==> src/rtl/vote_tally_reporter.sv <==
// Snapshots four vote counters on request, resolves winner/tie, and streams a
// 7-byte result frame (header, counts, status, XOR checksum) over valid/ready.
module vote_tally_reporter #(
  parameter logic [7:0]  HEADER  = 8'hA5,
  parameter int unsigned TIMEOUT = 255
) (
  input  logic       clk,
  input  logic       reset,
  input  logic [7:0] vc1,
  input  logic [7:0] vc2,
  input  logic [7:0] vc3,
  input  logic [7:0] vc4,
  input  logic       report_req,
  output logic [7:0] tx_data,
  output logic       tx_valid,
  input  logic       tx_ready,
  output logic       busy,
  output logic [1:0] winner,
  output logic       tie,
  output logic       done,
  output logic       error
);

  localparam logic [1:0] ST_IDLE = 2'd0;
  localparam logic [1:0] ST_CMP  = 2'd1;
  localparam logic [1:0] ST_SEND = 2'd2;
  localparam logic [1:0] ST_DONE = 2'd3;

  localparam logic [2:0] LAST_BYTE = 3'd6;

  // Stall counter wide enough to hold TIMEOUT-1; abort fires on the stalled
  // edge that would bring the count to TIMEOUT.
  localparam int unsigned   SW          = (TIMEOUT > 1) ? $clog2(TIMEOUT + 1) : 1;
  localparam logic [SW-1:0] STALL_LIMIT = SW'(TIMEOUT - 1);

  logic [1:0]       state;
  logic [3:0][7:0]  snap;
  logic [2:0]       idx;
  logic [SW-1:0]    stall_cnt;

  logic [7:0]       max_cnt;
  logic [1:0]       cmp_winner;
  logic [2:0]       n_max;
  logic             cmp_tie;
  logic [7:0]       status_byte;
  logic [7:0]       checksum;

  assign busy = (state != ST_IDLE);

  // Strict '>' keeps the lowest index among equal maxima.
  always_comb begin
    max_cnt    = snap[0];
    cmp_winner = 2'd0;
    n_max      = 3'd0;
    for (int i = 1; i < 4; i++) begin
      if (snap[i] > max_cnt) begin
        max_cnt    = snap[i];
        cmp_winner = 2'(i);
      end
    end
    for (int i = 0; i < 4; i++) begin
      if (snap[i] == max_cnt) n_max = n_max + 3'd1;
    end
    cmp_tie = (n_max > 3'd1);
  end

  assign status_byte = {tie, 5'b0, winner};
  assign checksum    = HEADER ^ snap[0] ^ snap[1] ^ snap[2] ^ snap[3] ^ status_byte;

  always_comb begin
    tx_data = 8'h00;
    if (state == ST_SEND) begin
      case (idx)
        3'd0:    tx_data = HEADER;
        3'd1:    tx_data = snap[0];
        3'd2:    tx_data = snap[1];
        3'd3:    tx_data = snap[2];
        3'd4:    tx_data = snap[3];
        3'd5:    tx_data = status_byte;
        default: tx_data = checksum;
      endcase
    end
  end

  // NOTE: sequential state uses non-blocking assignments so every register
  // samples pre-edge values; the snapshot is reset too because it feeds tx_data.
  always_ff @(posedge clk or negedge reset) begin
    if (!reset) begin
      state     <= ST_IDLE;
      snap      <= '0;
      idx       <= 3'd0;
      stall_cnt <= '0;
      tx_valid  <= 1'b0;
      winner    <= 2'd0;
      tie       <= 1'b0;
      done      <= 1'b0;
      error     <= 1'b0;
    end else begin
      done  <= 1'b0;
      error <= 1'b0;
      case (state)
        ST_IDLE: begin
          if (report_req) begin
            snap  <= {vc4, vc3, vc2, vc1};
            state <= ST_CMP;
          end
        end
        ST_CMP: begin
          winner    <= cmp_winner;
          tie       <= cmp_tie;
          idx       <= 3'd0;
          stall_cnt <= '0;
          tx_valid  <= 1'b1;
          state     <= ST_SEND;
        end
        ST_SEND: begin
          if (tx_ready) begin
            stall_cnt <= '0;
            if (idx == LAST_BYTE) begin
              tx_valid <= 1'b0;
              done     <= 1'b1;
              state    <= ST_DONE;
            end else begin
              idx <= idx + 3'd1;
            end
          end else if (TIMEOUT != 0 && stall_cnt == STALL_LIMIT) begin
            tx_valid <= 1'b0;
            error    <= 1'b1;
            state    <= ST_IDLE;
          end else begin
            stall_cnt <= stall_cnt + 1'b1;
          end
        end
        default: state <= ST_IDLE;
      endcase
    end
  end

endmodule

==> config.mk <==
export PLATFORM = sky130hd
export DESIGN_NAME = vote_tally_reporter
export DESIGN_NICKNAME = d
export VERILOG_FILES = /design/src/rtl/vote_tally_reporter.sv
export SDC_FILE = /design/constraint.sdc
export NUM_CORES = 1
export LEC_CHECK = 0
export CAP_MARGIN = 20
export CORE_MARGIN = 1
export CORE_UTILIZATION = 40
export DETAILED_ROUTE_END_ITERATION = 8
export GPL_ROUTABILITY_DRIVEN = 0
export PLACE_DENSITY_LB_ADDON = 0.12
export SLEW_MARGIN = 20
export SYNTH_ARGS = -nofsm -noshare
export SYNTH_HDL_FRONTEND = slang
export SYNTH_SLANG_ARGS = --single-unit
==> constraint.sdc <==
create_clock -name clk -period 7.9 [get_ports clk]
set_input_delay 1.58 -clock clk [delete_from_list [all_inputs] [get_ports clk]]
set_output_delay 1.58 -clock clk [all_outputs]
set_load 0.02 [all_outputs]
=== Word level (Yosys, flattened, before mapping) ===
Cells that the tools add are included.

* $add $sub $neg: 5
* $lt $le $gt $ge: 4
* Equality and inequality tests: 19
* Multiplexer cells: 33
* Bitwise logic cells: 5
* Reduce and logical (&&, ||, !) cells: 9

{| class="wikitable"
|+ Operators with widths
! operator !! count
|-
| $mux 8 || 6
|-
| $pmux 8 s6 || 1
|-
| $eq 8x8->1 || 4
|-
| $xor 8x8->8 || 4
|-
| $gt 8x8->1 || 3
|-
| $pmux 8 s2 || 1
|-
| $mux 3 || 5
|-
| $add 3x1->3 const B || 4
|-
| $mux 2 || 6
|-
| $mux 1 || 11
|-
| $eq 3x3->1 const B || 3
|-
| $reduce_and 3->1 || 3
|-
| $add 8x1->8 const B || 1
|-
| $eq 8x8->1 const B || 1
|-
| $eq 3x2->1 const B || 2
|-
| $ne 2x2->1 const B || 3
|-
| $ne 3x2->1 const B || 2
|-
| $pmux 2 s3 || 1
|-
| $pmux 3 s2 || 1
|-
| $not 4->4 || 1
|-
| $reduce_and 2->1 || 2
|-
| $reduce_bool 2->1 || 2
|-
| $eq 3x1->1 const B || 1
|-
| $gt 3x1->1 const B || 1
|-
| other kinds (6) || 6
|}

* Register bits: 51
* Bits of input ports: 36

=== Longest topological paths before layout ===
Gate-level depths: netlist of the first run.

* Depth in word-level cells: 15
* Gate-level depth with buffers: 39
* Mapped depth without buffers: 34

=== Worst setup path before layout of the first run ===
Ideal clock, no wire load.

* Kind: flip-flop to flip-flop
* Start: register snap[6] in the netlist's numbering
* End: register tie
* Arrival: 6.373 ns
* Required time: 7.835 ns
* Setup slack: 1.462 ns
* Cell stages (with the launch flop): 36
* Path buffers: 4
* Period minus slack after synthesis: 6.438 ns
* Cells stage by stage: dfrtp_1 clkbuf_1 inv_1 ha_1 a21oi_1 o21ai_2 nand2_2 o21ai_4 mux2i_4 ha_1 and4_1 nand4_1 o31ai_2 or2_1 buf_6 buf_8 a31oi_2 inv_1 ha_1 nor2b_1 o21a_1 o21a_1 o21bai_1 a21oi_1 buf_2 mux2i_1 xnor2_1 nor4_1 and2_1 ha_1 xnor2_1 ha_1 nor4_1 a21oi_1 o2111ai_1 o221a_2

* Cells in the longest elaborated chain, start to end: 15
* Elaborated cells on any way between the ends: 18

{| class="wikitable"
|+ Ends and longest elaborated chain
! item !! RTL line !! text
|-
| start: declaration || 37 || <nowiki>logic [3:0][7:0] snap;</nowiki>
|-
| start signal: assignment || 104 || <nowiki>snap <= {vc4, vc3, vc2, vc1};</nowiki>
|-
| $gt 8x8->1 || 56 || <nowiki>if (snap[i] > max_cnt) begin</nowiki>
|-
| $mux 8 || 56 ||
|-
| $gt 8x8->1 || 56 ||
|-
| $mux 8 || 56 ||
|-
| $gt 8x8->1 || 56 ||
|-
| $mux 8 || 56 ||
|-
| $eq 8x8->1 || 62 || <nowiki>if (snap[i] == max_cnt) n_max = n_max + 3'd1;</nowiki>
|-
| $mux 1 || 62 ||
|-
| $add 3x1->3 || 62 ||
|-
| $mux 3 || 62 ||
|-
| $add 3x1->3 || 62 ||
|-
| $mux 3 || 62 ||
|-
| $add 3x1->3 || 62 ||
|-
| $mux 3 (*) || 62 ||
|-
| $gt 3x1->1 (*) || 64 || <nowiki>cmp_tie = (n_max > 3'd1);</nowiki>
|-
| end signal: assignment || 110 || <nowiki>tie <= cmp_tie;</nowiki>
|-
| end: declaration || 19 || <nowiki>output logic tie,</nowiki>
|}

Every way passes the cells marked *; elsewhere a longest branch is shown, timed or not.
A chain may end at the register's enable or synchronous reset.

=== Final worst setup path of the first run ===
* Start: register snap[3] in the netlist's numbering
* End: register tie

Same word-level chain as after synthesis.

==> impl_metrics.toml, run 1 <==
[logic_synthesis]
synth_top_family_by_area = "compound AO/OA/AOI/OAI gates"
synth-edff-count = 0
syn_inst = 484
synth_compound_area_share_pct = 19.0
synthesis.area_um2 = 4470
netlist_top_cells_area = "dfrtp_1 29%, ha_1 11%, mux2_2 8.6%"
synth_simple_gate_area_share_pct = 14.1
synth_top_area_share_pct = 28.5
syn_nets = 558
syn_avg_cell_area_um2 = 9.24
async_reset_ff_share_pct = 100
yosys.area_share.xor_xnor_pct = 10.4
ys_seq_elements = 51
ys_warn_count = 0
synth-main-ff-cell = "dfrtp_1"
yosys.area.top_type = "dfrtp_1"
seq_area_frac_synth_pct = 28.5
muxShareOfSynthArea_pct = 11.8
synth_fa_ha_area_share_pct = 10.6
ys_types = 71

[layout]
fillers = 1049
final_common_cell = "dfrtp_1"
fin_util_pct = 48.5
fin_cells = 675
nets = 608
drive_above_1_share_pct = 16.8
area_growth_syn_to_layout_pct = 18.0
antennaDiodeCount = 0
mostFrequentLayoutCells = "51 x dfrtp_1, 49 x clkdlybuf4s50_1, 38 x ha_1, 35 x inv_1, 34 x mux2_2"

[worst_setup_path]
crit_type = "reg -> reg"
arrival_ps = 7560
cp_slowest_cell = "dfrtp_1"
critical_path.most_common_cell = "ha_1"
cp_max_fo = 18
start_kind = "register"
cpLargestDelayFamily = "simple AND/OR/NAND/NOR gates"
worstPathBufferInverterCount = 5
critPathMaxStageDelay_ps = 510
cp_data_required_time_ps = 8170
end_kind = "register"

[min_path]
min_path_type = "reg -> reg"

[clocking]
cts_max_path_buffers = 2
cts_tree = "built"
worstSkewPairLatency_ps = 320
clock_sinks = 51
htreeDepth = 2
post-cts-setup-buffers = 0
numCtsBuffers = 5
path_clk_slew_ps = 110
root_buffer = "clkbuf_8"

[sta]
hold_viol = 0
post-route-period-util_pct = 92.2
finalSetupTns_ps = 0
drv_slew = 0
fin_ws_ps = 616
finClkSkew_ps = 13.9
fmax_ghz = 0.137
rsz0062_at_grt = "no"
fin_crit_ps = 7280
slew_headroom_pct = 53.3
worst_pin_slew_ps = 701
setup_violations = 0

[floorplan]
initial_core_util_pct = 41.1
dieArea_um2 = 11600
std_cell_rows = 38
die_x_um = 108
io_pins = 51
die_h_um = 108
core_area_um2 = 10900

[global_route]
antenna_found_initial = 0
grt_max_degree = 52
grt_pass1_wl_mm = 20.8
grt_pass1_vias = 3932
overflow = 0
track_usage_pct = 24.0

[placement]
dp_cells = 667
portBuffers = 50
dp_slack_ps = 327
hpwl_mm = 9.87

[route]
dr.pass1.iters = 4
via_per_inst = 5.65
ant_nets = 0
vias = 3812
route.detailed.drc = 0
totalWireLength_mm = 12.9
drt_iter0_drc = 175
wire_per_inst_um = 19.2

[outcome]
status = "complete, no violations"

[job]
drv_cap = 0
repair_timing:
item,in CTS,in global routing
hold buffers,0,0
gates resized for setup,0,3
setup endpoints to repair,0,1
state kept, by name (all words and copies together) (netlist names):
register	flops
idx	3
stall_cnt	8
error	1
state	2
tie	1
snap	32
tx_valid	1
done	1
winner	2
through the flow:
step           cell area [um^2]  hold slack [ps]
6_report                   5280              509
5_1_grt                    5280              558
4_1_cts                    5270              518
3_5_place_dp               5160              480
3_3_place_gp               5160              475
2_1_floorplan              4470              496
cell usage after synthesis, drive strengths merged, types with 4 or more instances:
library cell,instances
dfrtp,51
ha,38
mux2,36
inv,35
xnor2,32
o21ai,30
nand2,29
nor2,29
a21oi,21
xor2,21
clkbuf,15
o211ai,10
buf,9
mux2i,9
nor2b,9
nand2b,8
nand4,8
and2,7
a31oi,5
nand3,5
nor3,5
nor4,5
o21a,5
o22ai,5
a211oi,4
a21o,4
and4,4
o2111ai,4
final cells by class:
class                           count  area (um^2)  area share (%)
Inverter                           36          135            2.56
Sequential cell                    51         1280            24.2
Clock inverter                      2         38.8           0.735
Tap cell                          140          175            3.32
Timing Repair Buffer               67          623            11.8
Multi-Input combinational cell    373         2960            56.0
Clock buffer                        6         72.6            1.38
worst register-to-register path: cells and delay by family, from the launching register on:
family	cells	cell delay, ps
simple gates	10	1960
compound gates	11	1910
fa+ha+maj	5	1480
buf+inv	5	670
flops	1	510
mux	1	400
xor+xnor	2	310
final timing paths:
kind	from	to	slack, ps	depth (start not counted)
worst max-delay path	snap[3]	tie	620	34
worst min-delay path	tx_valid	tx_valid	510	2
worst max register to register	snap[3]	tie	620	34
worst min register to register	tx_valid	tx_valid	510	2
max in group asynchronous	reset	snap[23]	6060	2
min in group asynchronous	reset	snap[10]	1380	2
layer usage:
layer / global-route usage, % / routed length [um]
met5: 0 / 0
met4: 9.59 / 353
met1: 29.8 / 5550
met2: 41.4 / 6310
met3: 3.69 / 729
logic make-up after synthesis:
family / Yosys count
compound gates: 118
xor+xnor: 53
fa+ha+maj: 38
buf+inv: 60
flops: 51
mux: 45
simple gates: 119
Power of run 1 is left out: the tool's default activity adds up to more than one toggle a clock period on the data nets, which glitch-free logic cannot reach.
==> inputs of run 2 (changes only) <==
--- a/config.mk
+++ b/config.mk
@@ -10,7 +10,7 @@
 export CORE_UTILIZATION = 40
 export DETAILED_ROUTE_END_ITERATION = 8
 export GPL_ROUTABILITY_DRIVEN = 0
-export PLACE_DENSITY_LB_ADDON = 0.12
+export PLACE_DENSITY_LB_ADDON = 0.08
 export SLEW_MARGIN = 20
 export SYNTH_ARGS = -nofsm -noshare
 export SYNTH_HDL_FRONTEND = slang
==> impl_metrics.toml, run 2 (synthesis results as in run 1) <==
[worst_setup_path]
end_kind = "register"
critPathMaxStageDelay_ps = 530
cp_slowest_cell = "dfrtp_1"
arrival_ps = 7600
critical_path.most_common_cell = "ha_1"
cp_data_required_time_ps = 8180
start_kind = "register"
crit_type = "reg -> reg"
cp_max_fo = 18

[sta]
worst_pin_slew_ps = 724
fin_crit_ps = 7310
whs_ps = 513
rsz0062_at_grt = "no"
finClkSkew_ps = 12.0
hold_viol = 0
post-route-period-util_pct = 92.6
fmax_ghz = 0.137
fin_ws_ps = 585
slew_headroom_pct = 51.3
setup_violations = 0
drv_slew = 0
finalSetupTns_ps = 0

[outcome]
status = "complete, no violations"

[route]
wire_per_inst_um = 19.3
route.detailed.drc = 0
totalWireLength_mm = 13.0
vias = 3853
drt_iter0_drc = 229
ant_nets = 0
dr.pass1.iters = 5
via_per_inst = 5.71

[clocking]
ctsResizeCount = 0
numCtsBuffers = 5
clock_sinks = 51
cts_tree = "built"
path_clk_slew_ps = 120
worstSkewPairLatency_ps = 330
cts_max_path_buffers = 2
post-cts-setup-buffers = 0
htreeDepth = 2
cts_hold_buf = 0
root_buffer = "clkbuf_8"

[placement]
dp_slack_ps = 301
hpwl_mm = 9.85
portBuffers = 50
dp_cells = 667

[floorplan]
dieArea_um2 = 11600
std_cell_rows = 38
die_h_um = 108
io_pins = 51
initial_core_util_pct = 41.1
die_x_um = 108
core_area_um2 = 10900

[global_route]
antenna_found_initial = 0
grt_pass1_vias = 3877
grt_max_degree = 52
track_usage_pct = 23.8
overflow = 0
grt_pass1_wl_mm = 20.7

[job]
drv_cap = 0

[layout]
mostFrequentLayoutCells = "51 x dfrtp_1, 49 x clkdlybuf4s50_1, 38 x ha_1, 35 x inv_1, 34 x mux2_2"
antennaDiodeCount = 0
top_regs = "snap x32, stall_cnt x8, idx x3"
area_growth_syn_to_layout_pct = 17.4
nets = 608
drive_above_1_share_pct = 16.8
largest_register_ffs = 32
fin_cells = 675
top_register = "snap"
final_common_cell = "dfrtp_1"

[min_path]
min_path_type = "reg -> reg"
[run 2: cell types whose count changed in the layout (fill, tap and decap cells not counted)]
cell	change
inv_6	-1
inv_8	+1
bufinv_16	-1
clkbuf_1	-1
nor4_2	-1
clkinvlp_4	+1
clkinv_2	+1
nor4_1	+1
[run 2: path summary, 6_finish.rpt]
path / startpoint / to / slack [ps] / cells past startpoint
max: snap[3] / tie / 590 / 34
min: tx_valid / tx_valid / 510 / 2
max reg2reg: snap[3] / tie / 590 / 34
min reg2reg: tx_valid / tx_valid / 510 / 2
max in group asynchronous: reset / stall_cnt[0] / 6060 / 2
min in group asynchronous: reset / snap[17] / 1360 / 2
[run 2: worst max-delay path: cells and delay by family (launching register included)]
family | cells | cell delay [ps]
and+or+nand+nor | 10 | 1950
AOI/OAI and AO/OA | 11 | 1900
adders and majority gates | 5 | 1470
buffers and inverters | 5 | 690
DFF | 1 | 530
muxes | 1 | 400
xor gates and xnor gates | 2 | 300
[run 2: area by class of cell]
type,count,area (um^2)
inverter,36,135
clock buffer,5,68.8
tap,140,175
multi-input combinational,373,2950
clock inverter,3,23.8
sequential,51,1280
fill,1020,5640
timing repair buffer,67,623
[run 2: stage by stage]
step / instance area (um^2) / utilization, %
finish: 5250 / 48.2
CTS: 5250 / 48.2
global route: 5250 / 48.2
floorplan: 4470 / -
global placement: 5160 / 47.4
detailed placement: 5160 / 47.4
[run 2: per-layer routing]
layer	vias to the layer above	GRT usage (%)	share of wire, %
met4	0	9.10	3.3
li1	1846	-	-
met1	1833	29.6	42
met5	-	0	0
met2	137	40.6	49
met3	37	4.42	6.2
Power of run 2 is left out for the same reason.
==> inputs of run 3 (changes only) <==
--- a/config.mk
+++ b/config.mk
@@ -8,6 +8,7 @@
 export CAP_MARGIN = 20
 export CORE_MARGIN = 1
 export CORE_UTILIZATION = 40
+export CTS_CLUSTER_DIAMETER = 80
 export DETAILED_ROUTE_END_ITERATION = 8
 export GPL_ROUTABILITY_DRIVEN = 0
 export PLACE_DENSITY_LB_ADDON = 0.08
==> results of run 3 <==
Same layout as run 2: the final DEF is identical, and so are final timing and power.
Power of run 3 is left out for the same reason.
